==> src/rtl/fp32_pkg.sv <==
// Shared FP32 constants and the normalised-result record handed to the rounding stage.
package fp32_pkg;

   localparam int FP32_EXP_W = 8;
   localparam int FP32_SIG_W = 24;
   localparam logic [FP32_EXP_W-1:0] FP32_EXP_MAX = 8'd255;

   typedef struct packed {
      logic                  sign;
      logic [FP32_EXP_W-1:0] exp;
      logic [FP32_SIG_W-1:0] mant;
      logic                  sticky;
      logic                  zero;
      logic                  underflow;
      logic                  overflow;
   } fp32_norm_t;

endpackage

==> src/rtl/comparator_5bit.sv <==
// 5-bit unsigned magnitude comparator: gt = (a > b).
module comparator_5bit (
   input  logic [4:0] a,
   input  logic [4:0] b,
   output logic       gt
);

   assign gt = (a > b);

endmodule

==> src/rtl/fp32_lzc24.sv <==
// Priority leading-zero counter over a 24-bit significand; returns 24 for an all-zero field.
module fp32_lzc24 (
   input  logic [23:0] mant,
   output logic [4:0]  count
);

   always_comb begin
      count = 5'd24;
      // Ascending scan so the highest set bit has the final say.
      for (int i = 0; i < 24; i++) begin
         if (mant[i]) begin
            count = 5'(23 - i);
         end
      end
   end

endmodule

==> src/rtl/fp32_norm_stage.sv <==
// Two-stage normalisation for the FP32 add/sub datapath: S1 captures the sum plus its
// leading-zero count, S2 picks carry / zero / normal / subnormal handling and registers it.
module fp32_norm_stage
   import fp32_pkg::*;
(
   input  logic                  i_clk,
   input  logic                  i_rst_n,
   input  logic                  i_valid,
   output logic                  o_ready,
   input  logic                  i_sign,
   input  logic [FP32_EXP_W-1:0] i_exp,
   input  logic [FP32_SIG_W:0]   i_mant,
   output logic                  o_valid,
   input  logic                  i_ready,
   output logic                  o_sign,
   output logic [FP32_EXP_W-1:0] o_exp,
   output logic [FP32_SIG_W-1:0] o_mant,
   output logic                  o_sticky,
   output logic                  o_zero,
   output logic                  o_underflow,
   output logic                  o_overflow
);

   logic                  s1_valid_reg;
   logic                  s1_sign_reg;
   logic [FP32_EXP_W-1:0] s1_exp_reg;
   logic [FP32_SIG_W:0]   s1_mant_reg;
   logic [4:0]            s1_lzc_reg;
   logic                  s1_carry_reg;

   logic                  s2_valid_reg;
   fp32_norm_t            s2_reg;
   fp32_norm_t            s2_next;

   logic                  s1_load;
   logic                  s2_load;
   logic [4:0]            in_lzc;

   logic                  cmp_gt;
   logic                  exp_hi;
   logic                  exp_gt;
   logic                  mant_is_zero;
   logic [4:0]            shift_amt;
   logic [FP32_SIG_W-1:0] mant_shifted;
   logic [FP32_EXP_W:0]   exp_inc;

   // Pipeline advance: no skid buffer, so o_ready is combinational from i_ready.
   assign s2_load = ~s2_valid_reg | i_ready;
   assign s1_load = ~s1_valid_reg | s2_load;
   assign o_ready = s1_load;

   fp32_lzc24 u_lzc (
      .mant  (i_mant[FP32_SIG_W-1:0]),
      .count (in_lzc)
   );

   always_ff @(posedge i_clk) begin
      if (!i_rst_n) begin
         s1_valid_reg <= 1'b0;
         s1_sign_reg  <= 1'b0;
         s1_exp_reg   <= '0;
         s1_mant_reg  <= '0;
         s1_lzc_reg   <= '0;
         s1_carry_reg <= 1'b0;
      end else if (s1_load) begin
         s1_valid_reg <= i_valid;
         s1_sign_reg  <= i_sign;
         s1_exp_reg   <= i_exp;
         s1_mant_reg  <= i_mant;
         s1_lzc_reg   <= in_lzc;
         s1_carry_reg <= i_mant[FP32_SIG_W];
      end
   end

   comparator_5bit u_cmp (
      .a  (s1_exp_reg[4:0]),
      .b  (s1_lzc_reg),
      .gt (cmp_gt)
   );

   // Exponents of 32 and up always exceed any possible lzc (max 24).
   assign exp_hi       = |s1_exp_reg[FP32_EXP_W-1:5];
   assign exp_gt       = exp_hi | cmp_gt;
   assign mant_is_zero = (s1_mant_reg == '0);
   assign exp_inc      = {1'b0, s1_exp_reg} + 9'd1;

   // Subnormal path clamps the shift at exp-1 so the exponent lands exactly on the floor.
   always_comb begin
      shift_amt = 5'd0;
      if (exp_gt) begin
         shift_amt = s1_lzc_reg;
      end else if (s1_exp_reg != '0) begin
         shift_amt = s1_exp_reg[4:0] - 5'd1;
      end
   end

   assign mant_shifted = s1_mant_reg[FP32_SIG_W-1:0] << shift_amt;

   always_comb begin
      s2_next      = '0;
      s2_next.sign = s1_sign_reg;
      if (s1_carry_reg) begin
         if (exp_inc >= {1'b0, FP32_EXP_MAX}) begin
            s2_next.exp      = FP32_EXP_MAX;
            s2_next.overflow = 1'b1;
         end else begin
            s2_next.exp    = exp_inc[FP32_EXP_W-1:0];
            s2_next.mant   = s1_mant_reg[FP32_SIG_W:1];
            s2_next.sticky = s1_mant_reg[0];
         end
      end else if (mant_is_zero) begin
         s2_next.zero = 1'b1;
      end else if (exp_gt) begin
         s2_next.exp  = s1_exp_reg - {3'b000, s1_lzc_reg};
         s2_next.mant = mant_shifted;
      end else begin
         s2_next.mant      = mant_shifted;
         s2_next.underflow = 1'b1;
      end
   end

   always_ff @(posedge i_clk) begin
      if (!i_rst_n) begin
         s2_valid_reg <= 1'b0;
         s2_reg       <= '0;
      end else if (s2_load) begin
         s2_valid_reg <= s1_valid_reg;
         s2_reg       <= s2_next;
      end
   end

   assign o_valid     = s2_valid_reg;
   assign o_sign      = s2_reg.sign;
   assign o_exp       = s2_reg.exp;
   assign o_mant      = s2_reg.mant;
   assign o_sticky    = s2_reg.sticky;
   assign o_zero      = s2_reg.zero;
   assign o_underflow = s2_reg.underflow;
   assign o_overflow  = s2_reg.overflow;

endmodule

==> config.mk <==
export PLATFORM = sky130hd
export DESIGN_NAME = fp32_norm_stage
export DESIGN_NICKNAME = d
export VERILOG_FILES = /design/src/rtl/fp32_pkg.sv /design/src/rtl/comparator_5bit.sv /design/src/rtl/fp32_lzc24.sv /design/src/rtl/fp32_norm_stage.sv
export SDC_FILE = /design/constraint.sdc
export NUM_CORES = 1
export LEC_CHECK = 0
export ABC_AREA = 0
export CAP_MARGIN = 20
export CORE_MARGIN = 5
export CORE_UTILIZATION = 55
export CTS_CLUSTER_DIAMETER = 200
export DETAILED_ROUTE_END_ITERATION = 10
export PLACE_DENSITY = 0.81
export SKIP_LAST_GASP = 1
export SLEW_MARGIN = 10
export SYNTH_ARGS = -nofsm -noshare
export SYNTH_HDL_FRONTEND = slang
export SYNTH_SLANG_ARGS = --single-unit
export TNS_END_PERCENT = 1
==> constraint.sdc <==
create_clock -name i_clk -period 4.55 [get_ports i_clk]
set_input_delay 1.1375 -clock i_clk [delete_from_list [all_inputs] [get_ports i_clk]]
set_output_delay 1.1375 -clock i_clk [all_outputs]
set_load 0.02 [all_outputs]
; ---- Word-level counts from Yosys, hierarchy flattened
; Cells that the tools add are included.
[classes]
add_sub_neg = 3
bitwise = 5
n_mux = 38
reduce_logical = 3
magnitude_cmp = 2
shifts = 1
[ops]
columns = cell, n
row1 = $mux 5, 18
row2 = $mux 32, 2
row3 = $mux 4, 8
row4 = $logic_not 25->1, 1
row5 = $mux 25, 1
row6 = $shl 24x5->24, 1
row7 = $mux 8, 2
row8 = $add 8x1->9 const B, 1
row9 = $ge 9x8->1 const B, 1
row10 = $reduce_bool 8->1, 1
row11 = $sub 8x5->8, 1
row12 = $mux 1, 6
row13 = $gt 5x5->1, 1
row14 = $sub 5x1->5 const B, 1
row15 = $or 1x1->1, 3
row16 = $reduce_or 3->1, 1
row17 = $mux 2, 1
row18 = $not 1->1, 2
[totals]
output_inout_bits = 39
wordCells = 66
reg_bits = 79
in_bits = 38

; ---- Depth between registers and ports, before layout
; Gate-level depths: netlist of run 1.
[logic_depth]
word_depth = 24
ltp_mapped = 15
ltp_nobuf = 12

; ---- Cells and area by module
; Synthesis of run 1 repeated with hierarchy kept, for this count alone.
[unflattened]
hier_cells = 690
hier_area_um2 = 5087.4
[modules_own_cells]
columns = module, seq_area_each_um2, instances, area_per_inst_um2, cells_per_inst
row1 = fp32_norm_stage, 1561.5, 1, 4700.8, 625
row2 = fp32_lzc24, 0.0, 1, 265.3, 48
row3 = comparator_5bit, 0.0, 1, 121.4, 17

; ---- Worst setup path after synthesis of run 1
; Ideal clock, no wire load.
[synth_timing]
path_kind = input to output
start = in i_ready
end = out o_ready
arrival_ns = 2.173
slack_ns = 1.239
path_buffers = 3
path_stages = 6
required_time_ns = 3.413
cell_sequence = nor2b_1 clkbuf_1 and2_0 clkbuf_1 inv_1 clkbuf_1
[synth_between]
elab_chain_len = 2
[synth_lines]
columns = item, line_no
row1 = from (decl), fp32_norm_stage.sv:14  ; input logic i_ready,
row2 = $or 1x1->1, fp32_norm_stage.sv:48  ; assign s2_load = ~s2_valid_reg | i_ready;
row3 = $or 1x1->1, fp32_norm_stage.sv:49  ; assign s1_load = ~s1_valid_reg | s2_load;
row4 = to (decl), fp32_norm_stage.sv:9  ; output logic o_ready,
; No other way between the ends.

; ---- Worst setup path in the final report of run 1
[layout_timing]
start = reg s1_exp_reg[0]
end = reg s2_reg (netlist bit o_mant[7])
[layout_between]
elab_chain_len = 6
elab_cells_between_ends = 12
cone_classes = 2 x add/sub / 2 x order compare / 1 x shift / 5 x mux / 1 x bitwise / 1 x reduce/logical
[layout_lines]
columns = item, line_no
row1 = from (decl), fp32_norm_stage.sv:26  ; logic [FP32_EXP_W-1:0] s1_exp_reg;
row2 = from (signal assigned), fp32_norm_stage.sv:68  ; s1_exp_reg <= i_exp;
row3 = "$sub 5x1->5, or another cell as far along", fp32_norm_stage.sv:93  ; shift_amt = s1_exp_reg[4:0] - 5'd1;
row4 = $mux 5 / $or 1x1->1 (equally long branches), "fp32_norm_stage.sv:92, fp32_norm_stage.sv:83"
row5 = $mux 5, fp32_norm_stage.sv:90  ; if (exp_gt) begin
row6 = $shl 24x5->24, fp32_norm_stage.sv:97  ; assign mant_shifted = s1_mant_reg[FP32_SIG_W-1:0] << shift_amt;
row7 = $mux 32, fp32_norm_stage.sv:111  ; end else if (mant_is_zero) begin
row8 = $mux 32 *, fp32_norm_stage.sv:102  ; if (s1_carry_reg) begin
row9 = to (signal assigned), fp32_norm_stage.sv:128  ; s2_reg <= s2_next;
row10 = to (decl), fp32_norm_stage.sv:32  ; fp32_norm_t s2_reg;
; Mark *: on every way between the ends. The rest lies on a longest branch, timed or not.
; A chain may end at the register's enable or synchronous reset.

==> results by group, run 1 <==
Outcome
  • Status: finished, final reports clean

Timing
  • Fmax: ~250 MHz
  • Skew final: 18.2 ps
  • Least-Margin Pin Slew: just over 700 ps
  • Hold_ws: 457 ps
  • Crit share post-route: 0.870
  • Pins Over Slew Limit: 0
  • Tmin final: ~4000 ps
  • Final Hold Viols: 0
  • RSZ-0062 raised after global routing: false
  • Fin worst setup slack: 589 ps
  • Finish-stage setup viols: 0
  • Worst slew margin: 0.521
  • Setup TNS: 0 ps

Layout
  • Antenna Cells: 0
  • Synth-to-layout area growth: 19.0%
  • Max reg flops: 25
  • Finished Layout Cells: 845
  • Cell area after layout: 0.00612 mm²
  • Share of cells above drive strength 1: 0.0749
  • Util after Layout: 0.665
  • Nets: 778

Synthesis
  • Synth Area in Simple Gates: 0.198
  • Post-synthesis compound-gate area fraction: 0.257
  • Synth Instances: 672
  • Adder-cell area share of the yosys netlist: 0.0258
  • Mux cell area share after synthesis: 0.146
  • Post-synth EDFFs: 0
  • Asr flop ratio synth: 0
  • FF+latch count, synth: 78
  • Yosys warns: 0
  • Synth cell types: 70
  • Largest family of logic cells by synthesized area: compound AO/OA/AOI/OAI gates
  • Ys flop type: dfxtp_1
  • Syn avg cell area: 7.65 µm²
  • Post-Syn Nets: 720
  • Syn Std Cell Area: 0.00514 mm²
  • Post-synthesis xor/xnor area fraction: 0.0119
  • Register area share after synthesis: 0.304

Clocking
  • Postcts setup bufs: 0
  • Sink Count: 78
  • Gates resized, CTS repair: 0
  • Bufs on Longest Clock Path: 2
  • CTS Root Cell: clkbuf_8
  • Clk_lat worst skew: 360 ps
  • CTS buffer count: 9
  • Clk pin slew, worst setup/hold paths: 90 ps
  • # hold bufs at CTS: 0
  • # H-tree levels: 3
  • CTS tree: built

Setup path
  • Max FO, Critical Path: 19
  • Worst reg2reg setup slack: 590 ps
  • Startpoint types: register
  • Crit. Startpoint: s1_exp_reg[0]$_SDFFE_PN0P_
  • Worst r2r path cells: 12
  • Required @ worst endpoint: 4800 ps
  • CP Capture Point: o_mant[7]$_SDFFE_PN0P_
  • Worst reg2reg endpoint: o_mant[7]$_SDFFE_PN0P_
  • Setup CP Type: reg -> reg
  • Reg2Reg Launch Point: s1_exp_reg[0]$_SDFFE_PN0P_
  • WP data arrival: approximately 4200 ps
  • Critical path endpoint category: register

Place
  • Cell Area, Placed: 0.00595 mm²
  • IO buf count: 76
  • Hpwl dp: 12,000 µm
  • Cell total after placement: 830
  • GP Congestion: 1.04
  • DP Worst Slack: 687 ps

Global route
  • Antenna violations before repair: 0
  • First-pass GRT wire length: 26,300 µm
  • Pin count of the biggest net entering global routing: 44
  • Total GRT Usage: 0.288
  • Vias in the first global route: ~5,000
  • Overflow left after global routing: 0

Power
  • P_leak: 2.40 nW
  • Final Power: 1.91 mW
  • VDD IR max: roughly 130 µV
  • Power share of the combinational group: 0.332
  • Switching pwr: a little under 0.7 mW
  • Sequential share of power: 0.418
  • Sw Share: 0.356
  • Cell Pwr Density: 312 mW/mm²
  • Pint: 1.23 mW
  • Clock power share: 0.249

Die
  • Die Ht: 107 µm
  • Row count: 35
  • Number of I/O pins: 77
  • Core Box Area: 0.00920 mm²
  • Initial Util: 0.559
  • DIE WIDTH: 107 µm
  • DIE AREA: 0.0114 mm²

Route
  • Initial detailed-routing violation count: 496
  • Pre-antenna DRT Iters: 7
  • Final wirelength: 16,300 µm
  • Via/cell ratio: 6.40
  • Post-route ant nets: 0
  • Vias post-DR: 5,412
  • Drt drc: 0
  • WL/cell: about 19 µm

Worst hold path
  • Worst min path class: reg -> reg
  • Hold Path Cell Cnt: 2

Job
  • Max-cap violations: 0
-- synthesized netlist by cell type (8+ instances only) --
cell type  count  area, µm²
nor3_1        13       65.1
nor4_1        12       75.1
a221oi_1       8       70.1
o21ai_0       30        150
mux2i_1       59        591
nand2_1      109        409
a31oi_1       14       87.6
inv_1         22       82.6
clkbuf_1      34        128
nor2_1        53        199
dfxtp_1       78       1560
mux2_2        11        124
ha_1           9        113
nand3_1       11       55.1
a21oi_1       91        455
-- critical path, stage by stage, from the launching register on --
cell,delay [ps]
dfxtp_1,630
inv_1,190
ha_1,340
and4_1,220
o21ai_0,210
o31a_1,410
o31a_1,200
buf_4,300
mux2i_1,380
mux2i_1,150
mux2_2,330
a221oi_1,390
nor2_1,80
-- per-layer routing --
layer / GRT usage / part of all wire / routed length (µm) / up-vias
met2: 0.426 / 0.42 / 6910 / 296
met3: 0.0548 / 0.097 / 1580 / 45
met4: 0.0922 / 0.026 / 424 / 0
met5: 0 / 0 / 0 / -
li1: - / - / - / 2543
met1: 0.420 / 0.45 / 7360 / 2528
-- worst min path at each step --
stage,slack [ps],to,start
2_1_floorplan,430,s1_sign_reg$_SDFFE_PN0P_,s1_sign_reg$_SDFFE_PN0P_
3_3_place_gp,440,s1_sign_reg$_SDFFE_PN0P_,s1_sign_reg$_SDFFE_PN0P_
3_5_place_dp,450,o_zero$_SDFFE_PN0P_,o_zero$_SDFFE_PN0P_
4_1_cts,460,o_zero$_SDFFE_PN0P_,o_zero$_SDFFE_PN0P_
5_1_grt,470,o_underflow$_SDFFE_PN0P_,o_underflow$_SDFFE_PN0P_
6_report,460,o_sign$_SDFFE_PN0P_,o_sign$_SDFFE_PN0P_
-- cell usage in the layout (no fill, tap or decap), types with 8 or more instances in the layout --
master           synthesis  layout
nand2_1                109     109
a21oi_1                 91      91
dfxtp_1                 78      78
clkdlybuf4s50_1          0      76
mux2i_1                 59      59
nor2_1                  53      53
o21ai_0                 30      30
inv_1                   22      22
buf_4                    1      16
a31oi_1                 14      14
nor3_1                  13      13
nor4_1                  12      12
nand3_1                 11      11
mux2_2                  11      11
clkbuf_8                 0      10
ha_1                     9       9
a221oi_1                 8       8
-- final cells by class --
type | instances | area (µm²)
Tap cell | 111 | 139
Inverter | 22 | 82.6
Fill cell | 845 | 3080
Multi-Input combinational cell | 527 | 3280
Timing Repair Buffer | 92 | 881
Clock inverter | 5 | 33.8
Sequential cell | 78 | 1560
Clock buffer | 10 | 138
-- power groups by stage --
stage	Combinational [mW]	Sequential, mW	Clock (mW)
floorplan	0.383	0.826	0
global placement	0.614	0.808	0
detailed placement	0.618	0.810	0
CTS	0.622	0.794	0.478
global route	0.679	0.803	0.515
finish	0.634	0.797	0.475
-- kinds of logic after synthesis --
kind of cell	after synthesis
adders and majority gates	10
xor gates and xnor gates	7
buffers and inverters	67
DFF	78
and+or+nand+nor	229
muxes	72
AOI/OAI and AO/OA	209
No activity file was read; power rests on OpenSTA's default activity.
==> run 2, diff against run 1 <==
--- a/config.mk
+++ b/config.mk
@@ -11,6 +11,7 @@
 export CORE_UTILIZATION = 55
 export CTS_CLUSTER_DIAMETER = 200
 export DETAILED_ROUTE_END_ITERATION = 10
+export HOLD_SLACK_MARGIN = 0.15
 export PLACE_DENSITY = 0.81
 export SKIP_LAST_GASP = 1
 export SLEW_MARGIN = 10
==> results of run 2 <==
Same layout as run 1: the final DEF is identical, and so are final timing and power.
==> run 3, diff against run 2 <==
--- a/config.mk
+++ b/config.mk
@@ -9,10 +9,13 @@
 export CAP_MARGIN = 20
 export CORE_MARGIN = 5
 export CORE_UTILIZATION = 55
+export CTS_BUF_LIST = sky130_fd_sc_hd__clkbuf_4 sky130_fd_sc_hd__clkbuf_8
 export CTS_CLUSTER_DIAMETER = 200
 export DETAILED_ROUTE_END_ITERATION = 10
+export DONT_BUFFER_PORTS = 1
+export GPL_ROUTABILITY_DRIVEN = 0
 export HOLD_SLACK_MARGIN = 0.15
-export PLACE_DENSITY = 0.81
+export PLACE_DENSITY = 0.7
 export SKIP_LAST_GASP = 1
 export SLEW_MARGIN = 10
 export SYNTH_ARGS = -nofsm -noshare
==> results by group, run 3 (synthesis gave the netlist of run 1 again) <==
Outcome
  • Status: finished, final reports clean

Timing
  • Crit share post-route: 0.906 (+0.0352)
  • RSZ-0062 raised after global routing: false
  • Final Hold Viols: 0 (unchanged)
  • Fin worst setup slack: 429 ps (-160 ps)
  • Hold_ws: 458 ps (+0.982 ps)
  • Tmin final: 4120 ps (+160 ps)
  • Finish-stage setup viols: 0 (unchanged)
  • Pins Over Slew Limit: 0 (unchanged)
  • Setup TNS: 0 ps (unchanged)
  • Least-Margin Pin Slew: 856 ps (+138 ps)
  • Fmax: 243 MHz (-3.9%)
  • Worst slew margin: 0.429 (-0.0917)
  • Skew final: 16.7 ps (-1.55 ps)

Setup path
  • CP max-delay cell: o31a_1
  • Reg2Reg Launch Point: s1_exp_reg[0]$_SDFFE_PN0P_
  • Startpoint types: register
  • Required @ worst endpoint: 4780 ps (-20 ps)
  • CP cell instances: inv_1, ha_1, and4_1, o21ai_0, o31a_1, o31a_1, mux2i_1, mux2i_1, mux2_2, a221oi_1, nor2_1
  • Setup CP Type: reg -> reg
  • WP data arrival: 4350 ps (+140 ps)
  • Max FO, Critical Path: 13 (-6)
  • Worst reg2reg endpoint: o_mant[7]$_SDFFE_PN0P_
  • Worst r2r path cells: 11 (-1)
  • Worst reg2reg setup slack: 430 ps (-160 ps)
  • Worst path max stage delay: 760 ps (+130 ps)
  • Critical path endpoint category: register

Layout
  • Share of cells above drive strength 1: 0.0822 (+0.00726)
  • Antenna Cells: 0 (unchanged)
  • Nets: 700 (-10%)
  • Util after Layout: 0.587 (-0.0777)
  • Commonest non-fill, non-tap cell in the layout: nand2_1
  • Most frequent cells in the layout: 109 x nand2_1, 91 x a21oi_1, 78 x dfxtp_1
  • Max reg flops: 25 (unchanged)
  • Synth-to-layout area growth: 5.09%

Clocking
  • CTS buffer count: 9 (unchanged)
  • # hold bufs at CTS: 0 (unchanged)
  • CTS tree: built
  • Clk pin slew, worst setup/hold paths: 80 ps (about the same)
  • Clk_lat worst skew: 360 ps (about the same)
  • CTS Root Cell: clkbuf_8
  • # H-tree levels: 3 (unchanged)
  • Sink Count: 78 (unchanged)
  • Postcts setup bufs: 0 (unchanged)
  • Gates resized, CTS repair: 0 (unchanged)
  • Bufs on Longest Clock Path: 2 (unchanged)

Place
  • Hpwl dp: 11,100 µm (-7.6%)
  • DP Worst Slack: 538 ps (-149 ps)
  • IO buf count: 0 (-100%)

Global route
  • Vias in the first global route: 4,681 (-6.5%)
  • Overflow left after global routing: 0 (unchanged)
  • Pin count of the biggest net entering global routing: 59 (+34%)
  • Antenna violations before repair: 0 (unchanged)
  • First-pass GRT wire length: 24,100 µm (-8.3%)
  • Total GRT Usage: 0.261 (-0.0263)

Route
  • WL met2: 6220 µm (-10%)
  • Pre-antenna DRT Iters: 5 (-2)
  • Post-route ant nets: 0 (unchanged)
  • Final wirelength: 15,000 µm (-7.7%)
  • Wl on met1: 6610 µm (-10%)
  • Via/cell ratio: 6.60 (+3.1%)
  • Drt drc: 0 (unchanged)
  • Max Used Layer: met4
  • Initial detailed-routing violation count: 519 (+4.6%)
  • Vias post-DR: 5,069 (-6.3%)
  • Met3 WL: 1880 µm (+19%)
  • WL/cell: 19.6 µm (+1.6%)

Die
  • Number of I/O pins: 77 (unchanged)
  • Die Ht: 107 µm (unchanged)
  • Initial Util: 0.559 (unchanged)
  • DIE AREA: 0.0114 mm² (unchanged)
  • Row count: 35 (unchanged)
  • Core Box Area: 0.00920 mm² (unchanged)
  • DIE WIDTH: 107 µm (unchanged)

Job
  • Max-cap violations: 0 (unchanged)

Worst hold path
  • Hold path start: s1_sign_reg$_SDFFE_PN0P_
  • Worst min path class: reg -> reg
  • Hold Path Cell Cnt: 2 (unchanged)
  • Hold EP: s1_sign_reg$_SDFFE_PN0P_

Power
  • VDD IR max: 133 µV (-0.99%)
  • Cell Pwr Density: 354 mW/mm² (+14%)
  • P_leak: 2.14 nW (-11%)
  • Final Power: 1.91 mW (+0.46%)
==> run 3: changes by cell type in the layout (fill, tap and decap cells not counted), sizes merged <==
cell / previous run / this run
bufinv: 0 / 2
clkbuf: 10 / 11
clkdlybuf4s50: 76 / 0
clkinvlp: 2 / 1
buf: 16 / 14
inv: 23 / 22
==> run 3: routing by layer <==
layer,GRT usage,up-vias
met3,0.0771,34
met1,0.378,2321
met2,0.382,316
met5,0,-
li1,-,2398
met4,0.0612,0
==> run 3: through the flow <==
stage          area, µm²  cells
2_1_floorplan       5140    672
3_3_place_gp        5170    752
3_5_place_dp        5170    752
4_1_cts             5400    768
5_1_grt             5400    768
6_report            5400    768
==> run 3: power breakdown <==
| group | switching [mW] | internal (mW) | leakage [nW] |
|---|---|---|---|
| logic | 0.274 | 0.201 | 1.38 |
| clock network | 0.258 | 0.339 | 0.116 |
| registers | 0.107 | 0.736 | 0.645 |
| total | 0.639 | 1.28 | 2.14 |
==> run 3: layout make-up <==
class	count	area [µm²]
flip-flops and latches	78	1560
well taps	111	139
fillers	864	3790
repair buffers	14	105
multi-input cells	527	3280
clock inverters	5	81.3
inverters	22	82.6
clock buffers	11	151
==> run 3: how the worst max path moves through the flow <==
stage | start | to | cells after the start
2_1_floorplan | i_ready | o_ready | 6
3_3_place_gp | s1_exp_reg[0]$_SDFFE_PN0P_ | o_mant[16]$_SDFFE_PN0P_ | 11
3_5_place_dp | s1_exp_reg[0]$_SDFFE_PN0P_ | o_mant[7]$_SDFFE_PN0P_ | 11
4_1_cts | s1_exp_reg[0]$_SDFFE_PN0P_ | o_mant[7]$_SDFFE_PN0P_ | 11
5_1_grt | s1_exp_reg[0]$_SDFFE_PN0P_ | o_mant[7]$_SDFFE_PN0P_ | 11
6_report | s1_exp_reg[0]$_SDFFE_PN0P_ | o_mant[7]$_SDFFE_PN0P_ | 11
==> run 3: critical path, delay by kind of cell, from the launching register on <==
kind	cells	cell delay, ps
adders and majority gates	1	340
DFF	1	610
muxes	3	840
AOI/OAI and AO/OA	4	1740
buffers and inverters	1	180
and+or+nand+nor	2	290
